==> config.mk <==
export PLATFORM = sky130hd
export DESIGN_NAME = hazard_ctrl
export DESIGN_NICKNAME = d
export VERILOG_FILES = /design/src/rtl/hazard_ctrl.sv
export SDC_FILE = /design/constraint.sdc
export NUM_CORES = 1
export LEC_CHECK = 0
export ABC_AREA = 1
export CORE_ASPECT_RATIO = 0.75
export CORE_UTILIZATION = 26
export DETAILED_ROUTE_END_ITERATION = 8
export PLACE_DENSITY_LB_ADDON = 0.2
export SETUP_SLACK_MARGIN = 0.3
export SLEW_MARGIN = 20
export SYNTH_ARGS = -nofsm -noshare
export SYNTH_HDL_FRONTEND = slang
export SYNTH_SLANG_ARGS = --single-unit
==> constraint.sdc <==
create_clock -name CLK -period 1.5 [get_ports CLK]
set_input_delay 0.225 -clock CLK [delete_from_list [all_inputs] [get_ports CLK]]
set_output_delay 0.225 -clock CLK [all_outputs]
set_load 0.02 [all_outputs]
==> src/rtl/hazard_ctrl.sv <==
// hazard_ctrl: pipeline hazard and sequencing controller for the 5-stage
// 8-bit-PC / 9-bit-instruction core. Resolves taken branches, load-use
// hazards, multi-cycle EX occupancy and HALT, and drives the PC enable/select
// plus stall/flush/bubble controls for IF/ID, ID/EX and EX/MEM. Also keeps
// two saturating performance counters (frozen-PC cycles, branch redirects).
module hazard_ctrl #(
  parameter int REG_W = 3,
  parameter int MC_W  = 4
) (
  input  logic             CLK,
  input  logic             reset_n,
  input  logic             id_valid,
  input  logic [REG_W-1:0] id_rs,
  input  logic [REG_W-1:0] id_rt,
  input  logic             id_uses_rs,
  input  logic             id_uses_rt,
  input  logic             id_halt,
  input  logic             ex_valid,
  input  logic             ex_mem_read,
  input  logic [REG_W-1:0] ex_rd,
  input  logic             ex_branch_taken,
  input  logic             ex_mc,
  input  logic [MC_W-1:0]  ex_mc_len,
  output logic             pc_write,
  output logic             pc_sel,
  output logic             if_id_stall,
  output logic             if_id_flush,
  output logic             id_ex_stall,
  output logic             id_ex_bubble,
  output logic             ex_mem_bubble,
  output logic             halted,
  output logic [15:0]      stall_cycles,
  output logic [7:0]       flush_count
);

  typedef enum logic [1:0] {
    RUN     = 2'd0,
    MC_BUSY = 2'd1,
    HALTED  = 2'd2
  } state_t;

  state_t          state;
  state_t          state_nxt;
  logic [MC_W-1:0] mc_cnt;
  logic [MC_W-1:0] mc_cnt_nxt;

  logic rs_hit;
  logic rt_hit;
  logic branch_ev;
  logic mc_ev;
  logic load_use_ev;
  logic halt_ev;
  logic flush_inc;
  logic stall_inc;

  // Hazard detection. Each event is qualified by the valid bit of the stage
  // it inspects, so bubbles in ID or EX never raise a hazard.
  assign rs_hit      = id_uses_rs && (id_rs == ex_rd);
  assign rt_hit      = id_uses_rt && (id_rt == ex_rd);
  assign branch_ev   = ex_valid && ex_branch_taken;
  assign mc_ev       = ex_valid && ex_mc && (ex_mc_len >= MC_W'(2));
  assign load_use_ev = ex_valid && ex_mem_read && id_valid && (rs_hit || rt_hit);
  assign halt_ev     = id_valid && id_halt;

  // Control decode: outputs and next state from current state and events.
  // Everything is forced low while reset is held, even though the flops are
  // already cleared, so the pipeline sees a quiet controller during reset.
  always_comb begin
    // NOTE: every signal written here gets a default first; otherwise a path
    // that skips an assignment would infer a latch.
    state_nxt     = state;
    mc_cnt_nxt    = mc_cnt;
    pc_write      = 1'b0;
    pc_sel        = 1'b0;
    if_id_stall   = 1'b0;
    if_id_flush   = 1'b0;
    id_ex_stall   = 1'b0;
    id_ex_bubble  = 1'b0;
    ex_mem_bubble = 1'b0;
    halted        = 1'b0;
    flush_inc     = 1'b0;

    if (reset_n) begin
      case (state)
        RUN: begin
          pc_write = 1'b1;
          if (branch_ev) begin
            // Redirect wins over everything; a multi-cycle flag on the
            // branch itself is dropped because that instruction is squashed.
            pc_sel       = 1'b1;
            if_id_flush  = 1'b1;
            id_ex_bubble = 1'b1;
            flush_inc    = 1'b1;
          end else if (mc_ev) begin
            // First of L-1 stall cycles; mc_cnt holds the remaining L-2.
            pc_write      = 1'b0;
            if_id_stall   = 1'b1;
            id_ex_stall   = 1'b1;
            ex_mem_bubble = 1'b1;
            mc_cnt_nxt    = ex_mc_len - MC_W'(2);
            state_nxt     = MC_BUSY;
          end else if (load_use_ev) begin
            // One stall; the bubble reaches EX next cycle and clears it.
            pc_write     = 1'b0;
            if_id_stall  = 1'b1;
            id_ex_bubble = 1'b1;
          end else if (halt_ev) begin
            pc_write     = 1'b0;
            if_id_stall  = 1'b1;
            id_ex_bubble = 1'b1;
            state_nxt    = HALTED;
          end
        end

        MC_BUSY: begin
          if (mc_cnt != '0) begin
            if_id_stall   = 1'b1;
            id_ex_stall   = 1'b1;
            ex_mem_bubble = 1'b1;
            mc_cnt_nxt    = mc_cnt - MC_W'(1);
          end else begin
            // Release cycle: RUN defaults, other events are not looked at.
            pc_write  = 1'b1;
            state_nxt = RUN;
          end
        end

        HALTED: begin
          if_id_stall  = 1'b1;
          id_ex_bubble = 1'b1;
          halted       = 1'b1;
        end

        default: begin
          state_nxt = RUN;
        end
      endcase
    end
  end

  // The halt-entry cycle counts as a stall; cycles spent in HALTED do not.
  assign stall_inc = reset_n && !pc_write && (state != HALTED);

  // State, multi-cycle down-counter and saturating performance counters.
  always_ff @(posedge CLK or negedge reset_n) begin
    if (!reset_n) begin
      state        <= RUN;
      mc_cnt       <= '0;
      stall_cycles <= '0;
      flush_count  <= '0;
    end else begin
      // NOTE: sequential state uses non-blocking assignment so every flop
      // samples pre-edge values regardless of statement order.
      state  <= state_nxt;
      mc_cnt <= mc_cnt_nxt;
      if (stall_inc && (stall_cycles != 16'hFFFF)) begin
        stall_cycles <= stall_cycles + 16'd1;
      end
      if (flush_inc && (flush_count != 8'hFF)) begin
        flush_count <= flush_count + 8'd1;
      end
    end
  end

endmodule

==> impl_metrics.py, run 1 <==
metrics = {
    "floorplanning": {
        "core_um2": 7567,
        "fp.dieH_um": 79.87,
        "ios": 55,
        "initial_utilization": 0.2778,
        "rows": 27,
        "dieWidth_um": 105.8,
        "die_area_um2": 8452,
    },
    "setup_path": {
        "required_ns": 1.27,
        "crit_chain": "nor2_4 > buf_6 > nand3_4 > nand2_2 > nand2_2 > and3_4 > buf_6",
        "critPathTopFamily": "simple AND/OR/NAND/NOR gates",
        "worstSetupPathType": "reg2out",
        "cp_max_fo": 7,
        "start_kind": "register",
        "critPathCaptureType": "output port",
        "critical_path_buf_inv_count": 2,
        "max_stage_delay_ns": 0.44,
        "crit_arrival_ns": 1.54,
        "slowest_stage": "dfrtp_2",
    },
    "final_layout": {
        "layout_commonest_cell": "nand2_1",
        "area_growth_pct": 84.88,
        "nNetsFinal": 450,
        "multi_input_area_um2": 1401,
        "antenna_cells": 0,
        "layout_common_cells": "nand2_1 (70), buf_4 (63), buf_6 (47), nand2_2 (19), nand3_1 (19)",
        "fill_cells": 754,
        "ff_latch_area_um2": 765.7,
        "fin_util": 0.5136,
        "drive_above_1_share": 0.5354,
        "final_area_um2": 3886,
    },
    "synth": {
        "yosysTopAreaCell": "dfrtp_1",
        "synth.avg_cell_area_um2": 7.644,
        "synth_area_um2": 2102,
        "yosys-top-cells-area": "dfrtp_1 (36%), nand2_1 (15%), xor2_1 (6.7%), nand3_1 (6.0%), inv_1 (4.8%)",
        "ys_ff_latch": 30,
        "synth_edf_count": 0,
        "syn-num-nets": 302,
        "netlist_instances": 275,
        "async_flop_share": 1.000,
        "yosysSeqAreaShare": 0.3571,
        "ys.flop_type": "dfrtp_1",
        "yosys_warnings": 0,
        "synth_cell_types": 32,
        "yosysTopAreaCellShare": 0.3571,
    },
    "place": {
        "placed_cell_area_um2": 3333,
        "gp_congestion": 0.7766,
        "numPortBuffers": 54,
        "hpwl_mm": 4.598,
    },
    "timing": {
        "slew_headroom": 0.7552,
        "finalCriticalPeriod_ns": 1.762,
        "fin_worst_skew_ns": 0.007118,
        "rsz0062_at_grt": "true",
        "slew_violations": 0,
        "worst_slew_pin_slew_ns": 0.3672,
        "fmax_ghz": 0.5676,
        "period_share": 1.174,
        "setup_viol": 35,
        "fin_ws_ns": -0.2617,
        "hold_viol": 0,
    },
    "drt": {
        "firstDrtPassIters": 5,
        "drc": 0,
        "ant_nets": 0,
        "vias_per_cell": 4.324,
        "wl_per_cell_um": 12.30,
        "wl_mm": 6.456,
        "via_count": 2270,
        "drt_iter0_drc": 33,
    },
    "clock_tree": {
        "h-tree-depth": 2,
        "ctsHoldBuffers": 0,
        "cts_root_buf": "clkbuf_8",
        "clk_pin_slew_ns": 0.07,
        "cts_buffer_depth": 2,
        "cts_tree": "yes",
        "cts_sinks": 30,
        "numCtsBuffers": 5,
        "clock_latency_ns": 0.28,
    },
    "status": {
        "violations": "negative setup slack",
        "status": "finished, violations left",
    },
    "global_route": {
        "grt_pass1_wl_mm": 10.70,
        "antenna_found_initial": 0,
        "grt_usage": 0.1598,
        "grt_max_degree": 27,
        "grt_pass1_vias": 2258,
        "overflow": 0,
    },
    "worst_hold_path": {
        "hold_path_class": "in2async",
    },
    "power_and_ir_drop": {
        "p_leak_uw": 0.001965,
        "powerDensity_nw_per_um2": 1279,
        "irDropWorstVdd_mv": 0.9072,
    },
    "job": {
        "max_cap_viol_count": 0,
    },
}
metrics by stage:
step	total power [uW]	hold WS, ns	std cells	setup WS (ns)	setup TNS, ns
3_3_place_gp	3567	0.4869	492	-0.8492	-18.56
4_1_cts	4631	0.2497	515	-0.2473	-3.354
5_1_grt	5315	0.2647	525	-0.3621	-9.068
2_1_floorplan	2436	-0.07059	275	-0.01547	-0.1154
3_5_place_dp	3605	0.4938	492	-0.8774	-19.50
6_report	4971	0.2538	525	-0.2617	-5.883
worst register-to-register path, delay by kind of cell, from the launching register on:
family          cells  cell delay, ns
buf+inv             4            0.52
flops               1            0.44
simple gates        3            0.35
mux                 1            0.25
compound gates      1            0.07
routing by layer:
metal | vias to the layer above | routed length [um] | GRT usage
met4 | 0 | 16 | 0.02917
li1 | 1177 | - | -
met1 | 1050 | 3209 | 0.2214
met2 | 41 | 2971 | 0.2569
met5 | - | 0 | 0
met3 | 2 | 260 | 0.03429
cells by family after synthesis:
logic type	Yosys count	synth area share
compound gates	14	0.03929
xor+xnor	22	0.09166
fa+ha+maj	4	0.02381
buf+inv	38	0.08214
flops	30	0.3571
mux	1	0.005357
simple gates	166	0.4006
where the power goes:
part	switching [uW]	leakage (uW)	internal (uW)
Clock	323	0.0000482	370
Sequential	160	0.000383	1010
Combinational	1490	0.00153	1630
worst paths after layout:
kind / start / endpoint / slack (ns) / cells after the start
worst max register to register: state[1] / flush_count[1] / -0.23 / 9
worst min register to register: flush_count[7] / flush_count[7] / 0.49 / 1
max in group asynchronous: reset_n / stall_cycles[1] / 0.70 / 3
worst max-delay path: state[1] / if_id_stall / -0.26 / 7
min in group CLK: flush_count[7] / flush_count[7] / 0.49 / 1
worst min-delay path: reset_n / state[1] / 0.25 / 2
sequential cells by signal, summed over array words and instances (netlist names):
signal and flops:
mc_cnt 4, stall_cycles 16, state 2, flush_count 8
layout make-up:
type                       instances  area share
clock buffer                       7     0.02222
multi-input combinational        207      0.3606
sequential                        30      0.1970
timing repair buffer             146      0.3532
tap                              101     0.03252
inverter                          33     0.03316
clock inverter                     1    0.001288
cells in the mapped netlist (2+ instances only):
cell,instances
buf_4,2
nand3_2,3
xor2_1,16
inv_2,6
inv_1,27
dfrtp_1,30
nand4_4,3
ha_1,4
nor2_4,5
nand2_1,85
buf_6,3
nand4_1,4
nor2_2,5
nand3_1,25
nand2_2,5
nor4_1,2
nor2_1,22
nor3_1,2
o21ai_0,8
xnor2_1,6
repair_timing:
action	in CTS	in global routing
resized for setup	220	64
setup buffers	14	9
endpoints found under the hold margin	0	0
endpoints found under the setup margin	62	58
pin swaps	22	17
cloned	1	1
Note: power is estimated with default switching activity, not from simulation.
==> inputs of run 2 (changes only) <==
--- a/config.mk
+++ b/config.mk
@@ -6,9 +6,12 @@
 export NUM_CORES = 1
 export LEC_CHECK = 0
 export ABC_AREA = 1
+export CELL_PAD_IN_SITES_DETAIL_PLACEMENT = 1
+export CELL_PAD_IN_SITES_GLOBAL_PLACEMENT = 2
 export CORE_ASPECT_RATIO = 0.75
-export CORE_UTILIZATION = 26
+export CORE_UTILIZATION = 25
 export DETAILED_ROUTE_END_ITERATION = 8
+export GPL_TIMING_DRIVEN = 0
 export PLACE_DENSITY_LB_ADDON = 0.2
 export SETUP_SLACK_MARGIN = 0.3
 export SLEW_MARGIN = 20
==> constraint.sdc (replaced) <==
create_clock -name CLK -period 1.51 [get_ports CLK]
set_input_delay 0.2265 -clock CLK [delete_from_list [all_inputs] [get_ports CLK]]
set_output_delay 0.2265 -clock CLK [all_outputs]
set_load 0.02 [all_outputs]
==> run 2 against run 1 <==
Sequential power barely moved. Largest cell class unchanged. Final area is 2.3% lower. The flow still finishes with violations (negative setup slack). Via count increased by 1.6%. Clock power decreased by 5.8%. Total power shrank 0.35%. Critical endpoint is now id_ex_bubble. Largest power group unchanged.
==> impl_metrics.py, run 2 (synthesis gave the netlist of run 1 again) <==
metrics = {
    "final_layout": {
        "largest_reg_flops": 16,
        "largestRegisters": "stall_cycles (16), flush_count (8), mc_cnt (4)",
        "fin_util": 0.4732,
        "area_growth_pct": 80.60,
        "layout_common_cells": "nand2_1 (67), buf_6 (58), buf_4 (35), nand2_2 (23)",
        "layout_commonest_cell": "nand2_1",
        "antenna_cells": 0,
        "nNetsFinal": 434,
        "regMostFlops": "stall_cycles",
        "drive_above_1_share": 0.5368,
    },
    "global_route": {
        "grt_usage": 0.1687,
        "grt_pass1_vias": 2225,
        "overflow": 0,
        "grt_pass1_wl_mm": 11.19,
        "grt_max_degree": 18,
        "antenna_found_initial": 0,
    },
    "power_and_ir_drop": {
        "power_switching_share": 0.4173,
        "seqPwrFrac": 0.241,
        "netSwitchingPower_uw": 2067,
        "p_leak_uw": 0.001899,
        "pwr-share-clk": 0.132,
        "powerDensity_nw_per_um2": 1305,
        "pwr-share-comb": 0.627,
        "irDropWorstVdd_mv": 0.7186,
        "power.internal_uw": 2886,
    },
    "clock_tree": {
        "cts_tree": "yes",
        "cts_root_buf": "clkbuf_8",
        "numCtsBuffers": 5,
        "clk_pin_slew_ns": 0.08,
        "h-tree-depth": 2,
        "cts_buffer_depth": 2,
        "clock_latency_ns": 0.29,
        "cts_sinks": 30,
    },
    "setup_path": {
        "crit_path_start": "state[0]",
        "required_ns": 1.28,
        "worstSetupPathType": "reg2out",
        "start_kind": "register",
        "cp_max_fo": 5,
        "crit_arrival_ns": 1.62,
        "critPathCaptureType": "output port",
        "regToRegStartpoint": "state[0]",
    },
    "status": {
        "status": "finished, violations left",
        "violations": "negative setup slack",
    },
    "place": {
        "gp_congestion": 0.7308,
        "dpl_worst_slack_ns": -1.003,
        "hpwl_mm": 4.656,
        "numPortBuffers": 54,
    },
    "drt": {
        "drc": 0,
        "firstDrtPassIters": 4,
        "maxUsedRoutingLayer": "met4",
        "ant_nets": 0,
        "wl_met3_um": 376,
        "vias_per_cell": 4.497,
        "wl_mm": 7.397,
        "wl_per_cell_um": 14.42,
        "drt_iter0_drc": 54,
        "wl_met2_mm": 3.363,
        "via_count": 2307,
        "wl_met1_mm": 3.589,
    },
    "floorplanning": {
        "fp.dieH_um": 81.41,
        "core_um2": 8023,
        "rows": 28,
        "ios": 55,
        "initial_utilization": 0.2620,
        "dieWidth_um": 107.9,
        "die_area_um2": 8783,
    },
    "timing": {
        "finalCriticalPeriod_ns": 1.845,
        "slew_violations": 0,
        "rsz0062_at_grt": "true",
        "fin_worst_skew_ns": 0.01161,
        "hold_viol": 0,
        "period_share": 1.222,
        "setup_viol": 35,
        "slew_headroom": 0.4273,
        "worst_slew_pin_slew_ns": 0.8576,
        "fmax_ghz": 0.5420,
        "fin_ws_ns": -0.3351,
    },
    "worst_hold_path": {
        "hold_path_class": "in2async",
    },
    "job": {
        "max_cap_viol_count": 0,
    },
}
[run 2: cell count changes in the layout (fill, tap and decap cells not counted), sizes merged]
cell           before  now
dlygate4sd2        12   13
clkinv              1    2
clkbuf              9    6
dlymetal6s4s        0    1
buf               123  107
clkdlybuf4s15       2    1
clkdlybuf4s50       6    7
[run 2: path summary, 6_finish.rpt]
| kind | to | depth (start not counted) | slack (ns) |
|---|---|---|---|
| worst max-delay path | id_ex_bubble | 7 | -0.34 |
| worst min-delay path | stall_cycles[5] | 2 | 0.26 |
| worst max register to register | flush_count[7] | 10 | -0.20 |
| worst min register to register | flush_count[7] | 1 | 0.50 |
| max in group asynchronous | flush_count[4] | 3 | 0.56 |
| min in group CLK | mc_cnt[1] | 4 | 0.48 |
[run 2: power by group through the flow]
stage / registers, uW / clock network, uW / logic [uW]
after floorplan: 1310 / 0 / 1110
after global placement: 1220 / 0 / 1850
after detailed placement: 1230 / 0 / 1890
after CTS: 1190 / 682 / 2490
after global routing: 1220 / 713 / 3360
final: 1190 / 653 / 3110
[run 2: per-layer routing]
metal	vias up	GRT usage
met5	-	0
met4	0	0.04384
met3	9	0.04286
met2	54	0.2615
met1	1105	0.2334
li1	1139	-
[run 2: cell type report]
class,instances,area (um2)
Buffer,5,60.06
Clock buffer,6,72.57
Clock inverter,2,10.01
Fill cell,969,4227
Inverter,33,133.9
Multi-Input combinational cell,207,1419
Sequential cell,30,769.5
Tap cell,105,131.4
Timing Repair Buffer,125,1200
[run 2: critical path: stages (launching register included)]
cell and delay (ns):
dfrtp_2 0.46, nor2_4 0.15, inv_2 0.07, nor2_4 0.16
buf_4 0.14, nand2_1 0.05, a31oi_1 0.13, buf_4 0.17
[run 2: per-stage QoR]
stage | total power, uW | setup TNS [ns] | instances | hold WS, ns | instance area (um2)
global placement | 3066 | -81.35 | 434 | 0.4869 | 2846
floorplan | 2420 | -0.01381 | 275 | -0.06909 | 2175
finish | 4954 | -5.946 | 513 | 0.2574 | 3796
detailed placement | 3120 | -17.06 | 435 | 0.1861 | 2869
global route | 5296 | -8.977 | 513 | 0.3075 | 3796
CTS | 4361 | -6.195 | 483 | 0.4581 | 3354
[run 2: timing repair]
action                     in CTS  in global routing
pin swaps                      17                 33
buffers inserted               37                 29
hold buffers                    2                  0
setup endpoints to repair      62                 75
gates resized for setup       222                 77
gates cloned                    1                  1
hold endpoints to repair       13                  0
==> inputs of run 3 (changes only) <==
--- a/config.mk
+++ b/config.mk
@@ -9,6 +9,7 @@
 export CELL_PAD_IN_SITES_DETAIL_PLACEMENT = 1
 export CELL_PAD_IN_SITES_GLOBAL_PLACEMENT = 2
 export CORE_ASPECT_RATIO = 0.75
+export CORE_MARGIN = 3
 export CORE_UTILIZATION = 25
 export DETAILED_ROUTE_END_ITERATION = 8
 export GPL_TIMING_DRIVEN = 0
==> run 3 against run 2 <==
The flow still finishes with violations (negative setup slack). Combinational power up 3%. Routed wire length fell by 0.74%. Hold slack lost 0.022 ns. Largest power group unchanged. Register-to-register slack worse by 0.12 ns.
==> impl_metrics.py, run 3 (synthesis gave the netlist of run 1 again) <==
metrics = {
    "global_route": {
        "antenna_found_initial": 0,
        "grt_max_degree": 19,
        "grt_pass1_wl_mm": 12.26,
        "overflow": 0,
        "grt_pass1_vias": 2350,
        "grt_usage": 0.1601,
    },
    "setup_path": {
        "worstSetupPathType": "reg2out",
        "crit_path_start": "state[0]",
        "critPathCaptureType": "output port",
        "crit_arrival_ns": 1.64,
        "crit_end": "if_id_stall",
        "crit_chain": "nor2_4 > inv_2 > nor2_4 > buf_6 > inv_2 > nand2_2 > nand2_2 > and3_4 > buf_6",
        "max_stage_delay_ns": 0.44,
        "r2r_cells": 11,
        "required_ns": 1.28,
        "slowest_stage": "dfrtp_2",
        "r2r_slack_ns": -0.32,
        "reg2reg_to": "flush_count[7]",
        "start_kind": "register",
        "cp_max_fo": 4,
        "regToRegStartpoint": "state[0]",
    },
    "floorplanning": {
        "rows": 28,
        "core_um2": 8023,
        "dieWidth_um": 111.9,
        "initial_utilization": 0.2620,
        "die_area_um2": 9556,
        "ios": 55,
        "fp.dieH_um": 85.41,
    },
    "clock_tree": {
        "clock_latency_ns": 0.29,
        "cts_tree": "yes",
        "cts_root_buf": "clkbuf_8",
        "numCtsBuffers": 5,
        "cts_sinks": 30,
        "cts_buffer_depth": 2,
        "clk_pin_slew_ns": 0.07,
        "h-tree-depth": 2,
    },
    "timing": {
        "worst_slew_pin_slew_ns": 0.5577,
        "fmax_ghz": 0.5370,
        "finalCriticalPeriod_ns": 1.862,
        "period_share": 1.233,
        "fin_worst_skew_ns": 0.003583,
        "hold_viol": 0,
        "slew_violations": 0,
        "holdWs_ns": 0.2358,
        "setup_tns_ns": -8.055,
        "setup_viol": 36,
        "rsz0062_at_grt": "true",
        "slew_headroom": 0.6270,
        "fin_ws_ns": -0.3523,
    },
    "drt": {
        "wl_per_cell_um": 14.51,
        "via_count": 2235,
        "drc": 0,
        "vias_per_cell": 4.417,
        "drt_iter0_drc": 62,
        "ant_nets": 0,
        "firstDrtPassIters": 4,
        "wl_mm": 7.342,
    },
    "final_layout": {
        "nNetsFinal": 427,
        "regMostFlops": "stall_cycles",
        "area_growth_pct": 79.64,
        "ff_latch_area_um2": 770.7,
        "antenna_cells": 0,
        "layout_common_cells": "nand2_1 (60), buf_6 (58), nand2_2 (24), buf_4 (23), nand3_1 (21)",
        "multi_input_area_um2": 1446,
        "drive_above_1_share": 0.5362,
        "layout_commonest_cell": "nand2_1",
        "largest_reg_flops": 16,
        "largestRegisters": "stall_cycles (16), flush_count (8), mc_cnt (4)",
        "fill_cells": 955,
    },
    "job": {
        "max_cap_viol_count": 0,
    },
    "status": {
        "status": "finished, violations left",
        "violations": "negative setup slack",
    },
    "place": {
        "hpwl_mm": 4.792,
        "numPortBuffers": 54,
        "gp_congestion": 0.7191,
    },
    "power_and_ir_drop": {
        "powerDensity_nw_per_um2": 1355,
        "p_leak_uw": 0.001880,
        "irDropWorstVdd_mv": 0.7963,
    },
    "worst_hold_path": {
        "hold_path_class": "in2async",
    },
}
run 3: cell types whose count changed in the layout (fill, tap and decap cells not counted), moves of 2 or more:
| cell | change |
|---|---|
| nand2_4 | +6 |
| nand3_1 | +9 |
| nand3_2 | -10 |
| nor2_2 | -2 |
| buf_4 | -12 |
| nor2_4 | +2 |
| nand2_1 | -7 |
| buf_2 | +4 |
| o21ai_1 | -2 |
run 3: worst max-delay path: cells and delay by family (launching register included):
family	cells	cell delay (ns)
buf+inv	4	0.35
simple gates	5	0.58
flops	1	0.44
run 3: metrics by stage:
stage,utilization,setup WS [ns],power [uW],instance area [um2],instances
4_1_cts,0.4464,-0.3501,4889,3581,499
6_report,0.4707,-0.3523,5117,3776,506
3_5_place_dp,0.3576,-0.9872,3114,2869,435
3_3_place_gp,0.3548,-1.856,3067,2846,434
2_1_floorplan,-,-0.005468,2420,2175,275
5_1_grt,0.4707,-0.4519,5494,3776,506
run 3: cell type report:
cell class / count / share of cell area
flip-flops and latches: 30 / 0.2041
plain buffers: 5 / 0.01590
clock inverters: 2 / 0.003313
clock buffers: 6 / 0.02187
inverters: 33 / 0.03612
repair buffers: 118 / 0.3009
multi-input cells: 207 / 0.3830
well taps: 105 / 0.03479
run 3: power breakdown:
part | leakage, uW | internal (uW) | switching, uW | total, uW
clock | 0.0000472 | 366 | 339 | 705
combinational | 0.00146 | 1620 | 1570 | 3190
sequential | 0.000376 | 1000 | 217 | 1220
total | 0.00188 | 2990 | 2130 | 5120
run 3: repair_timing:
item / 4_1_cts / 5_1_grt
gates cloned: 1 / 1
endpoints found under the setup margin: 62 / 65
setup buffers: 53 / 6
gates resized for setup: 255 / 50
pin swaps: 25 / 16
endpoints found under the hold margin: 12 / 0
hold buffers: 2 / 0
run 3: layer usage:
layer,track usage,up-vias,share of wire
met2,0.2524,37,0.45
met5,0,-,0
li1,-,1142,-
met1,0.2215,1046,0.49
met4,0.03867,0,0.012
met3,0.03920,10,0.043
run 3: worst min-delay path by stage:
stage / start / to / slack (ns) / depth (start not counted)
final: reset_n / stall_cycles[9] / 0.24 / 3
after global routing: reset_n / stall_cycles[9] / 0.30 / 3
after CTS: ex_mc_len[3] / mc_cnt[3] / 0.45 / 4
after detailed placement: reset_n / stall_cycles[10] / 0.17 / 1
after global placement: flush_count[0] / flush_count[0] / 0.49 / 1
after floorplan: reset_n / flush_count[0] / -0.07 / 0
